**config.mk**
```make
export PLATFORM = sky130hd
export DESIGN_NAME = regs_wr_arbiter
export DESIGN_NICKNAME = d
export VERILOG_FILES = /design/src/rtl/regs_wr_arbiter.sv
export SDC_FILE = /design/constraint.sdc
export NUM_CORES = 1
export LEC_CHECK = 0
export BUFFER_PORTS_ARGS = -buffer_cell sky130_fd_sc_hd__buf_2
export CORE_MARGIN = 1
export CORE_UTILIZATION = 24
export CTS_BUF_LIST = sky130_fd_sc_hd__clkbuf_8
export CTS_CLUSTER_DIAMETER = 50
export CTS_CLUSTER_SIZE = 10
export DETAILED_ROUTE_END_ITERATION = 12
export GPL_TIMING_DRIVEN = 0
export PLACE_DENSITY_LB_ADDON = 0.08
export SETUP_SLACK_MARGIN = 0.1
export SYNTH_ARGS = -nofsm -noshare
export SYNTH_HDL_FRONTEND = slang
export SYNTH_SLANG_ARGS = --single-unit
```
**constraint.sdc**
```tcl
create_clock -name clk -period 4.8 [get_ports clk]
set_input_delay 0.24 -clock clk [delete_from_list [all_inputs] [get_ports clk]]
set_output_delay 0.24 -clock clk [all_outputs]
set_load 0.03 [all_outputs]
```
**src/rtl/regs_wr_arbiter.sv**
```systemverilog
// Round-robin write-port arbiter for the picoMIPS register file, with locked
// bursts bounded by a fairness counter and registered w/waddr/wdata outputs.
module regs_wr_arbiter #(
   parameter int ADDR_WIDTH = 1,
   parameter int DATA_WIDTH = 8,
   parameter int MAX_BURST  = 4
) (
   input  logic                  clk,
   input  logic                  reset,
   input  logic                  req0_valid,
   input  logic                  req0_lock,
   input  logic [ADDR_WIDTH-1:0] req0_addr,
   input  logic [DATA_WIDTH-1:0] req0_data,
   output logic                  req0_gnt,
   input  logic                  req1_valid,
   input  logic                  req1_lock,
   input  logic [ADDR_WIDTH-1:0] req1_addr,
   input  logic [DATA_WIDTH-1:0] req1_data,
   output logic                  req1_gnt,
   output logic                  w,
   output logic [ADDR_WIDTH-1:0] waddr,
   output logic [DATA_WIDTH-1:0] wdata,
   output logic                  last_owner
);

   typedef enum logic [1:0] {
      IDLE = 2'd0,
      OWN0 = 2'd1,
      OWN1 = 2'd2
   } state_t;

   localparam logic [3:0] MAX_CNT = 4'(MAX_BURST);

   state_t                  state_r;
   logic [3:0]              burst_cnt_r;
   logic                    last_owner_r;
   logic                    w_r;
   logic [ADDR_WIDTH-1:0]   waddr_r;
   logic [DATA_WIDTH-1:0]   wdata_r;

   logic                    owned_s;
   logic                    owner_s;
   logic                    owner_valid_s;
   logic                    other_valid_s;
   logic                    hold_s;
   logic                    gnt0_s;
   logic                    gnt1_s;
   logic                    accept_s;
   logic                    sel_s;
   logic                    sel_lock_s;
   logic [ADDR_WIDTH-1:0]   sel_addr_s;
   logic [DATA_WIDTH-1:0]   sel_data_s;
   state_t                  sel_own_s;

   // Grant decision: depends only on valids, state, last_owner and burst_cnt
   always_comb begin
      owned_s = 1'b0;
      owner_s = 1'b0;
      case (state_r)
         OWN0: begin
            owned_s = 1'b1;
            owner_s = 1'b0;
         end
         OWN1: begin
            owned_s = 1'b1;
            owner_s = 1'b1;
         end
         default: begin
            owned_s = 1'b0;
            owner_s = 1'b0;
         end
      endcase

      owner_valid_s = owner_s ? req1_valid : req0_valid;
      other_valid_s = owner_s ? req0_valid : req1_valid;
      // A lock holds only while the owner keeps valid up and fairness is not due
      hold_s = owned_s && owner_valid_s && !((burst_cnt_r >= MAX_CNT) && other_valid_s);

      gnt0_s = 1'b0;
      gnt1_s = 1'b0;
      if (reset) begin
         gnt0_s = 1'b0;
         gnt1_s = 1'b0;
      end else if (hold_s) begin
         gnt0_s = ~owner_s;
         gnt1_s = owner_s;
      end else if (req0_valid && req1_valid) begin
         gnt0_s = last_owner_r;
         gnt1_s = ~last_owner_r;
      end else begin
         gnt0_s = req0_valid;
         gnt1_s = req1_valid;
      end
   end

   // Mux the granted requester's beat towards the output register
   always_comb begin
      accept_s = gnt0_s | gnt1_s;
      sel_s    = gnt1_s;
      if (gnt1_s) begin
         sel_lock_s = req1_lock;
         sel_addr_s = req1_addr;
         sel_data_s = req1_data;
         sel_own_s  = OWN1;
      end else begin
         sel_lock_s = req0_lock;
         sel_addr_s = req0_addr;
         sel_data_s = req0_data;
         sel_own_s  = OWN0;
      end
   end

   // Ownership FSM, fairness counter and registered write port
   always_ff @(posedge clk or posedge reset) begin
      if (reset) begin
         state_r      <= IDLE;
         burst_cnt_r  <= 4'd0;
         last_owner_r <= 1'b1;
         w_r          <= 1'b0;
         waddr_r      <= '0;
         wdata_r      <= '0;
      end else if (accept_s) begin
         w_r          <= 1'b1;
         waddr_r      <= sel_addr_s;
         wdata_r      <= sel_data_s;
         last_owner_r <= sel_s;
         if (sel_lock_s) begin
            // burst_cnt counts beats of the current locked burst, entry beat included
            if (state_r == sel_own_s) begin
               burst_cnt_r <= (burst_cnt_r >= MAX_CNT) ? MAX_CNT : burst_cnt_r + 4'd1;
            end else begin
               burst_cnt_r <= 4'd1;
            end
            state_r <= sel_own_s;
         end else begin
            state_r     <= IDLE;
            burst_cnt_r <= 4'd0;
         end
      end else begin
         w_r         <= 1'b0;
         state_r     <= IDLE;
         burst_cnt_r <= 4'd0;
      end
   end

   assign req0_gnt   = gnt0_s;
   assign req1_gnt   = gnt1_s;
   assign w          = w_r;
   assign waddr      = waddr_r;
   assign wdata      = wdata_r;
   assign last_owner = last_owner_r;

endmodule

```
Word-level counts from Yosys, hierarchy flattened
Cells that the tools add are included.
Widths: inputs -> output; s select.
{"block": "totals", "reg_bits": 17, "input_bits": 24, "output_inout_bits": 13, "word_cells": 41}
{"block": "classes", "n_addsub": 1, "n_lt_le_gt_ge": 1, "eq_ne": 3, "n_mux": 21, "bitwise": 3, "reduce_logical": 6}
{"operator": "$mux 4", "count": 4}
{"operator": "$mux 1", "count": 13}
{"operator": "$mux 8", "count": 1}
{"operator": "$mux 2", "count": 3}
{"operator": "$add 4x1->4 const B", "count": 1}
{"operator": "$ge 4x3->1 const B", "count": 1}
{"operator": "$logic_and 1x1->1", "count": 4}
{"operator": "$eq 2x1->1 const B", "count": 1}
{"operator": "$eq 2x2->1", "count": 1}
{"operator": "$eq 2x2->1 const B", "count": 1}
{"operator": "$not 1->1", "count": 2}
{"operator": "$reduce_or 2->1", "count": 1}
{"operator": "$logic_not 1->1", "count": 1}
{"operator": "$or 1x1->1", "count": 1}

Logic depth before layout (Yosys ltp)
{"block": "logic_depth", "depth_word": 13, "depth_mapped": 7, "mapped_depth_nobuf": 6}

Least setup slack after synthesis
Ideal clock, no wire load.
{"block": "synth_timing", "path_type": "register to output", "start": "register state_r[1]", "end": "output req1_gnt", "arrival_ns": 1.581, "required_ns": 4.560, "path_slack_ns": 2.979, "path_stages_with_launch": 7, "path_cell_list": "dfrtp_1 > ha_1 > nand2b_1 > a221oi_1 > nand2_1 > buf_2 > inv_1"}
{"block": "synth_via", "elab_chain_cells": 8, "word_cells_on_any_way": 13}
{"element": "start: declaration", "line_no": "34", "text": "state_t state_r;"}
{"element": "start signal: assignment", "line_no": "134", "text": "state_r <= sel_own_s;"}
{"element": "$eq 2x2->1", "line_no": "59", "text": "case (state_r)"}
{"element": "$mux 1", "line_no": "59"}
{"element": "$mux 1", "line_no": "75", "text": "other_valid_s = owner_s ? req0_valid : req1_valid;"}
{"element": "$logic_and 1x1->1", "line_no": "77", "text": "hold_s = owned_s && owner_valid_s && !((burst_cnt_r >= MAX_CNT) && other_valid_s);"}
{"element": "$logic_not 1->1", "line_no": "77"}
{"element": "$logic_and 1x1->1", "line_no": "77"}
{"element": "$mux 1 *", "line_no": "84", "text": "end else if (hold_s) begin"}
{"element": "$mux 1 *", "line_no": "81", "text": "if (reset) begin"}
{"element": "end: declaration", "line_no": "19", "text": "output logic req1_gnt,"}
Mark *: on every way between the ends. The rest lies on a longest branch, timed or not.

Worst setup path in the final report
{"block": "layout_timing", "start": "register state_r[0]", "end": "output req1_gnt"}
Same word-level chain as after synthesis.

==> flow_metrics.env <==
export IMPL_status="complete, no violations"
export IMPL_crit_chain="inv_1 -> ha_1 -> o22ai_1 -> a221oi_1 -> nand2_1 -> buf_2 -> inv_1 -> buf_2"
export IMPL_synth_top_cells_by_count="o211ai_1 (18), dfrtp_1 (16), inv_1 (16)"
export IMPL_detail_route_antenna_nets=0
export IMPL_routed_wl_um=2461
export IMPL_rr_startpoint="state_r[0]"
export IMPL_hold_path_class="in2async"
export IMPL_grt_pass1_wl_um=4029
export IMPL_skew_ns=0.003176
export IMPL_io_buffers=36
export IMPL_fin_crit_sh_pct=49.32
export IMPL_combinationalPowerShare_pct=31.6
export IMPL_cts_tree="built"
export IMPL_leakagePower_nw=0.6267
export IMPL_path_buf_inv=4
export IMPL_viasPerCell=4.709
export IMPL_seqCellArea_um2=426.7
export IMPL_die_w_um=64.28
export IMPL_dr_pass1_iters=4
export IMPL_antenna_found_initial=0
export IMPL_syn_area_um2=930.9
export IMPL_fmax_mhz=422.4
export IMPL_yosys_top_cells_area="dfrtp_1 (43%), o211ai_1 (15%), inv_1 (6.5%)"
export IMPL_rsz0062_at_grt="false"
export IMPL_r2r_end="burst_cnt_r[1]"
export IMPL_worst_slew_pin_slew_ns=0.7018
export IMPL_cts_root_buf="clkbuf_8"
export IMPL_synthFlopType="dfrtp_1"
export IMPL_core_um2=3689
export IMPL_end_kind="output port"
export IMPL_synth_area_per_cell_um2=9.217
export IMPL_drv_cap=0
export IMPL_row_count=22
export IMPL_clk_pin_slew_ns=0.07
export IMPL_ys_warn_count=0
export IMPL_drv_slew=0
export IMPL_multiInputGateArea_um2=424.2
export IMPL_yosysSeqAreaShare_pct=45.83
export IMPL_die_height_um=64.28
export IMPL_critPathKind="reg2out"
export IMPL_drc_errors=0
export IMPL_htree_num_levels=1
export IMPL_max_stage_delay_ns=0.36
export IMPL_antenna_diode_count=0
export IMPL_power_switching_w=0.0001465
export IMPL_slowest_stage="dfrtp_1"
export IMPL_ys_types=25
export IMPL_final_setup_tns_ns=0
export IMPL_synth_enable_flop_cells=0
export IMPL_routed_via_count=890
export IMPL_yosysTopAreaCell="dfrtp_1"
export IMPL_syn_nets=128
export IMPL_p_total_w=0.0004097
export IMPL_start_util_pct=25.24
export IMPL_area_growth_pct=30.78
export IMPL_finalCriticalPeriod_ns=2.368
export IMPL_fillerInstances=416
export IMPL_rrSetupSlack_ns=2.67
export IMPL_clk_path_buf_depth=2
export IMPL_nNetsFinal=169
export IMPL_grt_pass1_vias=853
export IMPL_cts_sinks=17
export IMPL_cts_setup_buffers=0
export IMPL_drt_iter0_drc=18
export IMPL_switching_share_pct=35.76
export IMPL_cp_top_family="buffers and inverters"
export IMPL_cts_resized=0
export IMPL_worstSkewPairLatency_ns=0.25
export IMPL_fp_dieArea_um2=4132
export IMPL_layout_drive_gt1_share_pct=29.79
export IMPL_seq_power_share_pct=42.5
export IMPL_yosysTopAreaCellShare_pct=43.01
export IMPL_ys_ff_latch=17
export IMPL_grt_start_max_net_pins=19
export IMPL_routabilityCongestion=0.7498
export IMPL_async_flop_share_pct=100.0
export IMPL_grtUsageTotal_pct=12.71
export IMPL_p_int_w=0.0002632
export IMPL_final_core_util_pct=33.01
export IMPL_finalHoldViolCount=0
export IMPL_ios=37
export IMPL_crit_fanout=10
export IMPL_hold_buffers=0
export IMPL_ir_drop_mv=0.1610
export IMPL_synth_most_common_cell="o211ai_1"
export IMPL_place_hpwl_um=1842
export IMPL_cts_buffers=3
export IMPL_critPathArrivalTime_ns=2.13
export IMPL_wire_per_inst_um=13.02
export IMPL_crit_path_start_kind="flip-flop"
export IMPL_relSlewSlack_pct=53.16
export IMPL_grt_overflow=0
export IMPL_setup_viol_count_final=0
export IMPL_rr_worst_depth=7
export IMPL_syn_inst=101
export IMPL_powerDensity_nw_per_um2=336.5
export IMPL_critPathRequiredTime_ns=4.56
export IMPL_clkPwrFrac_pct=25.9
per-layer routing:
metal | global-route usage [%] | vias up | share of wire [%]
met5 | 0 | - | 0
met4 | 5.000 | 0 | 0.81
met3 | 2.679 | 2 | 4.6
met2 | 21.05 | 21 | 50
met1 | 15.96 | 425 | 45
li1 | - | 442 | -
cell type report:
cell class | count | area share (%)
clock buffer | 3 | 3.392
clock inverter | 1 | 0.4111
sequential | 17 | 35.05
tap | 48 | 4.933
multi-input combinational | 63 | 34.84
buffer | 5 | 1.644
timing repair buffer | 36 | 14.80
inverter | 16 | 4.933
metrics by stage:
step	hold WS (ns)	setup slack [ns]	cell area (µm²)	cells
after floorplan	0.1736	2.979	930.9	101
final	0.1203	2.432	1217	189
after detailed placement	0.4185	2.686	1171	185
after global placement	0.4372	2.707	1171	185
after global routing	0.1961	2.237	1217	189
after CTS	0.1537	2.423	1217	189
state kept, by name (all words and copies together) (netlist names):
name / flops
state_r: 2
wdata: 8
last_owner: 1
waddr: 1
w: 1
burst_cnt_r: 4
cells by family after synthesis:
kind of cell | Yosys count | share of synthesized area, %
AO/OA/AOI/OAI | 33 | 25.81
AND/OR/NAND/NOR | 23 | 12.10
buffers and inverters | 21 | 8.601
flip-flops | 17 | 45.83
multiplexers | 3 | 3.226
adder cells (fa/ha/maj) | 3 | 4.033
other | 1 | 0.4028
worst reg2reg max path, cell delays in order (launching register included):
cell and delay (ns):
dfrtp_1 0.36, inv_1 0.14, ha_1 0.29, nor3b_1 0.26, a221o_1 0.23, clkbuf_1 0.41, o21ai_0 0.19, a21oi_1 0.18
power groups by stage:
| stage | Clock (W) | Sequential (W) | Combinational, W |
|---|---|---|---|
| after CTS | 0.000111 | 0.000175 | 0.000131 |
| after floorplan | 0 | 0.000209 | 0.0000526 |
| final | 0.000106 | 0.000174 | 0.000129 |
| after detailed placement | 0 | 0.000177 | 0.000131 |
| after global routing | 0.000117 | 0.000177 | 0.000141 |
| after global placement | 0 | 0.000176 | 0.000130 |
layout by cell type, fill, tap and decap left out, drive strengths merged:
| cell type | n |
|---|---|
| o311ai | 1 |
| a221oi | 2 |
| and3 | 2 |
| o21bai | 1 |
| nor3 | 3 |
| clkbuf | 7 |
| nor2 | 1 |
| or4b | 1 |
| conb | 1 |
| nor3b | 1 |
| o211a | 1 |
| nand2 | 13 |
| inv | 16 |
| dfstp | 1 |
| nand2b | 1 |
| dfrtp | 16 |
| o21ai | 5 |
| buf | 37 |
| a21oi | 2 |
| clkinv | 1 |
| nor4b | 1 |
| mux2i | 3 |
| o22ai | 1 |
| a221o | 2 |
| ha | 3 |
| o211ai | 18 |
worst max path at each step:
stage | startpoint | end | cells past startpoint
3_3_place_gp | state_r[1] | burst_cnt_r[1] | 6
5_1_grt | state_r[0] | req1_gnt | 8
3_5_place_dp | state_r[0] | burst_cnt_r[1] | 7
2_1_floorplan | state_r[1] | req1_gnt | 6
6_report | state_r[0] | req1_gnt | 8
4_1_cts | state_r[1] | req1_gnt | 7
Note: power is estimated with default switching activity, not from simulation.
